File: config.mk
export PLATFORM = sky130hd
export DESIGN_NAME = seg7_entry_display
export DESIGN_NICKNAME = d
export VERILOG_FILES = /design/src/rtl/seg7_entry_display.sv
export SDC_FILE = /design/constraint.sdc
export NUM_CORES = 1
export LEC_CHECK = 0
export BUFFER_PORTS_ARGS = -buffer_cell sky130_fd_sc_hd__clkbuf_2
export CAP_MARGIN = 15
export CORE_ASPECT_RATIO = 0.5
export CORE_MARGIN = 4
export CORE_UTILIZATION = 52
export CTS_BUF_LIST = sky130_fd_sc_hd__clkbuf_16
export CTS_CLUSTER_SIZE = 14
export DETAILED_ROUTE_END_ITERATION = 10
export MAX_ROUTING_LAYER = met4
export PLACE_DENSITY = 0.77
export SLEW_MARGIN = 20
export SYNTH_ARGS = -nofsm -noshare
export SYNTH_HDL_FRONTEND = slang
export SYNTH_SLANG_ARGS = --single-unit
export TNS_END_PERCENT = 1
File: constraint.sdc
create_clock -name clk -period 2.2 [get_ports clk]
set_input_delay 0.44 -clock clk [delete_from_list [all_inputs] [get_ports clk]]
set_output_delay 0.44 -clock clk [all_outputs]
set_load 0.02 [all_outputs]
File: src/rtl/seg7_entry_display.sv
// Keypad-entry display buffer: right-entering digit shift buffer with backspace/clear,
// parallel seven-segment decode of every position and a time-multiplexed scan output.
module seg7_entry_display #(
  parameter int unsigned NUM_DIGITS = 6,
  parameter int unsigned SCAN_DIV   = 50000,
  parameter bit          ACTIVE_LOW = 1'b0
) (
  input  logic                              clk,
  input  logic                              rst,
  input  logic [3:0]                        key_in,
  input  logic                              key_valid,
  output logic [7*NUM_DIGITS-1:0]           seg_out,
  output logic [6:0]                        scan_seg,
  output logic [NUM_DIGITS-1:0]             scan_an,
  output logic [$clog2(NUM_DIGITS+1)-1:0]   digit_count,
  output logic                              overflow
);

  localparam int unsigned CW = $clog2(NUM_DIGITS + 1);
  localparam int unsigned PW = (SCAN_DIV > 1) ? $clog2(SCAN_DIV) : 1;
  localparam int unsigned IW = (NUM_DIGITS > 1) ? $clog2(NUM_DIGITS) : 1;
  localparam int          ND = int'(NUM_DIGITS);

  localparam logic [3:0] KEY_BKSP  = 4'hA;
  localparam logic [3:0] KEY_CLEAR = 4'hB;

  localparam logic [6:0]            SEG_INV = {7{ACTIVE_LOW}};
  localparam logic [NUM_DIGITS-1:0] AN_INV  = {NUM_DIGITS{ACTIVE_LOW}};

  logic [3:0]    dig_q [NUM_DIGITS];
  logic [3:0]    dig_d [NUM_DIGITS];
  logic          occ_q [NUM_DIGITS];
  logic          occ_d [NUM_DIGITS];
  logic [CW-1:0] count_q, count_d;
  logic [PW-1:0] presc_q, presc_d;
  logic [IW-1:0] scan_idx_q, scan_idx_d;
  logic          overflow_q, overflow_d;

  logic          presc_wrap_c;

  // Active-high gfedcba decode; empty positions are blank.
  function automatic logic [6:0] seg_decode(input logic [3:0] d, input logic occ);
    logic [6:0] s;
    s = 7'b0000000;
    if (occ) begin
      case (d)
        4'd0:    s = 7'b0111111;
        4'd1:    s = 7'b0000110;
        4'd2:    s = 7'b1011011;
        4'd3:    s = 7'b1001111;
        4'd4:    s = 7'b1100110;
        4'd5:    s = 7'b1101101;
        4'd6:    s = 7'b1111101;
        4'd7:    s = 7'b0000111;
        4'd8:    s = 7'b1111111;
        4'd9:    s = 7'b1100111;
        default: s = 7'b0000000;
      endcase
    end
    return s;
  endfunction

  // Key handling: shift in digits, shift out on backspace, wipe on clear.
  always_comb begin
    for (int i = 0; i < ND; i++) begin
      dig_d[i] = dig_q[i];
      occ_d[i] = occ_q[i];
    end
    count_d    = count_q;
    overflow_d = 1'b0;

    if (key_valid) begin
      if (key_in <= 4'd9) begin
        for (int i = ND - 1; i >= 1; i--) begin
          dig_d[i] = dig_q[i-1];
          occ_d[i] = occ_q[i-1];
        end
        dig_d[0] = key_in;
        occ_d[0] = 1'b1;
        if (count_q == CW'(NUM_DIGITS)) begin
          overflow_d = 1'b1;
        end else begin
          count_d = count_q + CW'(1);
        end
      end else if (key_in == KEY_BKSP) begin
        if (count_q != '0) begin
          for (int i = 0; i < ND - 1; i++) begin
            dig_d[i] = dig_q[i+1];
            occ_d[i] = occ_q[i+1];
          end
          dig_d[ND-1] = 4'd0;
          occ_d[ND-1] = 1'b0;
          count_d     = count_q - CW'(1);
        end
      end else if (key_in == KEY_CLEAR) begin
        for (int i = 0; i < ND; i++) begin
          dig_d[i] = 4'd0;
          occ_d[i] = 1'b0;
        end
        count_d = '0;
      end
    end
  end

  // Scan prescaler and digit index; runs independently of key events.
  always_comb begin
    presc_wrap_c = (presc_q == PW'(SCAN_DIV - 1));
    presc_d      = presc_wrap_c ? '0 : presc_q + PW'(1);
    scan_idx_d   = scan_idx_q;
    if (presc_wrap_c) begin
      scan_idx_d = (scan_idx_q == IW'(NUM_DIGITS - 1)) ? '0 : scan_idx_q + IW'(1);
    end
  end

  always_ff @(posedge clk) begin
    if (rst) begin
      for (int i = 0; i < ND; i++) begin
        dig_q[i] <= 4'd0;
        occ_q[i] <= 1'b0;
      end
      count_q    <= '0;
      presc_q    <= '0;
      scan_idx_q <= '0;
      overflow_q <= 1'b0;
    end else begin
      for (int i = 0; i < ND; i++) begin
        dig_q[i] <= dig_d[i];
        occ_q[i] <= occ_d[i];
      end
      count_q    <= count_d;
      presc_q    <= presc_d;
      scan_idx_q <= scan_idx_d;
      overflow_q <= overflow_d;
    end
  end

  // Output decode straight from registered state.
  always_comb begin
    seg_out = '0;
    for (int i = 0; i < ND; i++) begin
      seg_out[7*i +: 7] = seg_decode(dig_q[i], occ_q[i]) ^ SEG_INV;
    end
  end

  assign scan_seg    = seg_decode(dig_q[scan_idx_q], occ_q[scan_idx_q]) ^ SEG_INV;
  assign scan_an     = (NUM_DIGITS'(1) << scan_idx_q) ^ AN_INV;
  assign digit_count = count_q;
  assign overflow    = overflow_q;

endmodule

==> results of run 1 <==
[power groups by stage]
stage                     sequential [uW]  clock [uW]  combinational [uW]
after floorplan                      1120           0                 519
after global placement               1110           0                 771
after detailed placement             1110           0                 786
after CTS                            1090         886                 812
after global routing                 1100         932                 933
final                                1090         884                 841
[timing repair]
item	in CTS	in global routing
setup endpoints to repair	7	18
pin swaps	4	6
gates cloned	0	0
buffers inserted	2	0
gates resized for setup	20	32
[layout make-up]
cell class	count	area (um^2)	area share (%)
clock buffers	5	125.1	2.340
clock inverters	3	37.54	0.7019
inverters	42	157.7	2.948
multi-input cells	391	2908	54.38
flip-flops and latches	56	1130	21.13
well taps	108	135.1	2.527
repair buffers	126	854.6	15.98
[metrics by stage]
| stage | std cells | util [%] | area, um^2 | setup WS, ns | hold WS [ns] |
|---|---|---|---|---|---|
| after floorplan | 531 | - | 4257 | -0.2206 | 0.4297 |
| after global placement | 721 | 65.69 | 5009 | -0.2950 | 0.4439 |
| after detailed placement | 721 | 65.69 | 5009 | -0.3572 | 0.4534 |
| after CTS | 731 | 69.13 | 5271 | -0.4948 | 0.4689 |
| after global routing | 731 | 70.13 | 5348 | -0.6104 | 0.5259 |
| final | 731 | 70.13 | 5348 | -0.5196 | 0.4705 |
[worst max-delay path, stage by stage, from the launching register on]
cell and delay, ns:
dfxtp_4 0.40, mux2_4 0.31, mux4_2 0.51, or4_4 0.52
o21ai_2 0.08, clkbuf_8 0.16
[logic make-up (layout without fill, tap and decap cells)]
family | count (synthesis) | in the layout | synth area share (%)
fa+ha+maj | 41 | 41 | 12.08
buf+inv | 84 | 176 | 7.810
compound gates | 189 | 189 | 28.47
simple gates | 126 | 126 | 15.65
flops | 56 | 56 | 26.41
mux | 22 | 22 | 6.897
xor+xnor | 13 | 13 | 2.682
[sequential cells by signal, indices dropped and copies added, names as in the netlist, named ones only]
register	flops
dig_q	24
presc_q	16
occ_q	6
digit_count	3
scan_idx_q	3
overflow	1
[cells in the final DEF, fill, tap and decap left out, types with 9 or more instances in the layout]
master     n
a211oi_1  30
a21oi_1   68
a22oi_1   21
and2_1    12
buf_4     58
clkbuf_2  54
dfxtp_1   51
ha_1      37
inv_1     39
mux2i_1   12
nand2_1   16
nand2b_1  13
nand4_1    9
nor2_1    34
o21a_1    26
o21ai_0   12
xnor2_1   11
[final timing paths]
check	start	endpoint	slack [ns]	depth (start not counted)
hold reg to reg	presc_q[0]	presc_q[0]	0.47	1
hold / removal	presc_q[0]	presc_q[0]	0.47	1
setup / recovery	register	scan_seg[6]	-0.52	5
setup reg to reg	digit_count[0]	dig_q[1][3]	0.36	7
[routing by layer]
| layer | part of all wire [%] | wire [um] | vias up |
|---|---|---|---|
| li1 | - | - | 2088 |
| met1 | 47 | 5235 | 1877 |
| met2 | 44 | 4869 | 143 |
| met3 | 7.1 | 784 | 14 |
| met4 | 1.5 | 161 | 0 |
| met5 | 0 | 0 | - |
==> results.cfg, run 1 <==
[run_status]
outcome = finished, violations left
failed_checks = setup timing

[cts]
htreeDepth = 2
clock_path_buffers = 2
cts_made_buffers = 5
clkLatencyLatePin_ns = 0.29
cts_tree = done
clock_sinks = 56
clkSlewWorstSetupHoldPaths_ns = 0.07
root_buffer = clkbuf_16
cts_hold_buf = 0

[setup_path]
end_kind = output port
cp.arrival_ns = 2.28
critical_path_class = reg2out
path_max_fanout = 7
critPathLaunchType = register
worstPathRequired_ns = 1.76

[layout]
fillers = 607
drive_gt1_share_pct = 27.45
area_delta_synth_final_pct = 25.97
antennaDiodeCount = 0
finalNetCount = 670

[power_and_ir_drop]
p_clk_share_pct = 31.4
comb_power_share_pct = 29.8
switching_share_pct = 31.46
intPower_uw = 1931
finalPower_uw = 2817
ir_worst_vdd_mv = 0.4275
p_leak_uw = 0.002190
p_switching_uw = 886.1
seq_power_share_pct = 38.8
power_density_nw_per_um2 = 526.8

[drt]
ant_nets = 0
vias = 4122
drtIter0Drc = 309
dr.pass1.iters = 6
drc = 0
avgViaCountPerCell = 5.639
wl_per_cell_um = 15.12
routed_wl_mm = 11.05

[sta]
hold_violations = 0
drv_slew = 0
min_period_ns = 2.720
skew_ns = 0.002660
setup_tns_ns = -3.196
maxSlewHeadroom_pct = 66.97
fin_crit_sh_pct = 123.6
setup_viol = 7
tightestPinTransition_ns = 0.4955
setup_ws_ns = -0.5196
rsz0062_at_grt = yes
fmax_mhz = 367.7

[global_route]
met1_usage_pct = 33.16
grt_pass1_wl_mm = 18.68
antenna_found_initial = 0
globalRouteMet3Util_pct = 4.155
grt_max_degree = 36
overflow = 0
grt_use_total_pct = 23.82
gr-max-usage-layer = met2
grtUsageMet2_pct = 36.95
grt_pass1_vias = 3785

[floorplanning]
die_y_um = 71.89
coreArea_um2 = 7625
rows = 22
ios = 66
die_w_um = 135.8
fp.dieArea_um2 = 9761
start_util_pct = 55.68

[worst_hold_path]
min_path_type = reg2reg

[yosys]
syn_inst = 531
synth_edf_count = 0
yosys_warnings = 0
synthTopCellsByCount = a21oi_1, dfxtp_1, ha_1, inv_1
ys_seq_area_share_pct = 26.41
yosysUniqueCellTypes = 47
syn-cell-area_um2 = 4245
async_flop_share_pct = 0
syn_avg_cell_area_um2 = 7.995
ys.flop_type = dfxtp_1
synth_top_area_cell = dfxtp_1
synth-seq-cells = 56
synth_area_leaders = dfxtp_1, ha_1, a21oi_1, a211oi_1, o21a_1
yosysTopAreaCellShare_pct = 26.41
yosysMostFrequentCell = a21oi_1
syn-num-nets = 579

[placement]
dp_hpwl_mm = 8.031
gp_congestion = 0.8330
port_buffers = 65

[job]
drv_cap = 0
Power figures use the tool's default switching activity.
==> run 2, diff against run 1 <==
Settings changed: PLACE_DENSITY 0.77 to unset, PLACE_DENSITY_LB_ADDON set to 0.25.
==> results.cfg, run 2 (same netlist as run 1, synthesis figures left out) <==
[sta]
setup_viol = 7
fmax_mhz = 368.9
setup_ws_ns = -0.5104
fin_crit_sh_pct = 123.2
hold_violations = 0
min_period_ns = 2.710
maxSlewHeadroom_pct = 66.80
skew_ns = 0.006349
rsz0062_at_grt = yes
drv_slew = 0
timing.hold.ws_ns = 0.4777
tightestPinTransition_ns = 0.4979

[power_and_ir_drop]
finalPower_uw = 2674
p_leak_uw = 0.002155
comb_power_share_pct = 31.3
power_density_nw_per_um2 = 508.3
switching_share_pct = 32.50
intPower_uw = 1805
ir_worst_vdd_mv = 0.3643
seq_power_share_pct = 40.8
p_switching_uw = 869.1
p_clk_share_pct = 28.0

[layout]
layout_commonest_cell = a21oi_1
largest_register_ffs = 24
layout_common_cells = a21oi_1, clkbuf_2, dfxtp_1, buf_4
finalNetCount = 667
largestRegisters = dig_q x24, presc_q x16, occ_q x6
area_delta_synth_final_pct = 23.90
instances_no_fill = 727
drive_gt1_share_pct = 26.17
final_core_util_pct = 68.99
antennaDiodeCount = 0
regMostFlops = dig_q

[setup_path]
critPathBufInv = 1
cp.arrival_ns = 2.27
crit_family = multiplexers
r2r_start = digit_count[0]
max_stage_delay_ns = 0.56
cp_cell_sequence = mux2_4 -> mux4_2 -> or4_4 -> o21ai_2 -> clkbuf_8
worstPathRequired_ns = 1.76
reg2reg_slack_ns = 0.34
critical_path_class = reg2out
regToRegEndpoint = dig_q[3][1]
slowest_stage = or4_4
critPathLaunchType = register
end_kind = output port
path_max_fanout = 4
worst-r2r-cell-count = 7

[global_route]
antenna_found_initial = 0
met1_usage_pct = 32.38
grtUsageMet2_pct = 39.59
gr-max-usage-layer = met2
grt_pass1_vias = 3888
grt_use_total_pct = 24.09
grt_max_degree = 36
overflow = 0
grt_pass1_wl_mm = 18.75
globalRouteMet3Util_pct = 3.463

[cts]
root_buffer = clkbuf_16
htreeDepth = 2
cts_made_buffers = 5
clock_path_buffers = 2
clkSlewWorstSetupHoldPaths_ns = 0.07
cts_hold_buf = 0
cts_tree = done
clock_sinks = 56
clkLatencyLatePin_ns = 0.29

[drt]
routed_wl_mm = 11.44
avgViaCountPerCell = 5.736
drtIter0Drc = 258
drc = 0
ant_nets = 0
vias = 4170
dr.pass1.iters = 6
wl_per_cell_um = 15.74

[worst_hold_path]
worstHoldStart = presc_q[0]
whs_endpoint = presc_q[0]
min_path_type = reg2reg
min_path_cells = 1

[placement]
pre_cts_ws_ns = -0.3146
place_inst = 719
port_buffers = 65
gp_congestion = 0.8460
dp_hpwl_mm = 8.070

[run_status]
outcome = finished, violations left
failed_checks = setup timing

[floorplanning]
ios = 66
fp.dieArea_um2 = 9761
start_util_pct = 55.68
die_y_um = 71.89
rows = 22
coreArea_um2 = 7625
die_w_um = 135.8

[job]
drv_cap = 0
==> run 2: cell types whose count changed in the layout (fill, tap and decap cells not counted), moves of 4 or more <==
| cell | delta |
|---|---|
| dfxtp_2 | -4 |
| clkbuf_2 | +5 |
| buf_6 | -4 |
| dfxtp_1 | +4 |
==> run 2: worst max-delay path by stage <==
stage | endpoint | slack [ns] | cells after the start
floorplan | scan_seg[5] | -0.22 | 6
global placement | scan_seg[5] | -0.22 | 8
detailed placement | scan_seg[6] | -0.31 | 8
CTS | scan_seg[6] | -0.49 | 8
global route | scan_seg[6] | -0.55 | 5
finish | scan_seg[5] | -0.51 | 5
==> run 2: worst reg2reg max path, stage by stage, from the launching register on <==
cell      delay [ns]
dfxtp_1         0.33
inv_1           0.13
ha_1            0.15
nor4bb_1        0.38
o21a_1          0.19
nor2_1          0.07
buf_4           0.24
a211oi_1        0.28
==> run 2: repair_timing <==
item | 4_1_cts | 5_1_grt
pin swaps | 5 | 2
setup buffers | 2 | 1
gates resized for setup | 22 | 11
endpoints found under the setup margin | 7 | 21
==> run 2: routing by layer <==
| layer | part of all wire (%) | wire [um] | vias up |
|---|---|---|---|
| met5 | 0 | 0 | - |
| met4 | 1.1 | 129 | 0 |
| met3 | 7.9 | 902 | 13 |
| met2 | 45 | 5184 | 158 |
| met1 | 46 | 5225 | 1927 |
| li1 | - | - | 2072 |
==> run 2: stage by stage <==
step / setup TNS [ns] / instance area, um^2
6_report: -3.295 / 5260
5_1_grt: -4.620 / 5260
4_1_cts: -3.161 / 5228
3_5_place_dp: -1.588 / 5006
3_3_place_gp: -1.187 / 5006
2_1_floorplan: -1.209 / 4257
==> run 2: final cells by class <==
class / instances / area [um^2]
Clock inverter: 2 / 7.507
Timing Repair Buffer: 123 / 824.5
Inverter: 42 / 157.7
Sequential cell: 56 / 1125
Multi-Input combinational cell: 391 / 2885
Tap cell: 108 / 135.1
Clock buffer: 5 / 125.1
Fill cell: 652 / 2365
==> run 2: power groups by stage <==
stage / Sequential, uW / Combinational [uW] / Clock [uW]
6_report: 1090 / 837 / 747
5_1_grt: 1090 / 922 / 801
4_1_cts: 1090 / 818 / 758
3_5_place_dp: 1110 / 792 / 0
3_3_place_gp: 1110 / 778 / 0
2_1_floorplan: 1120 / 519 / 0
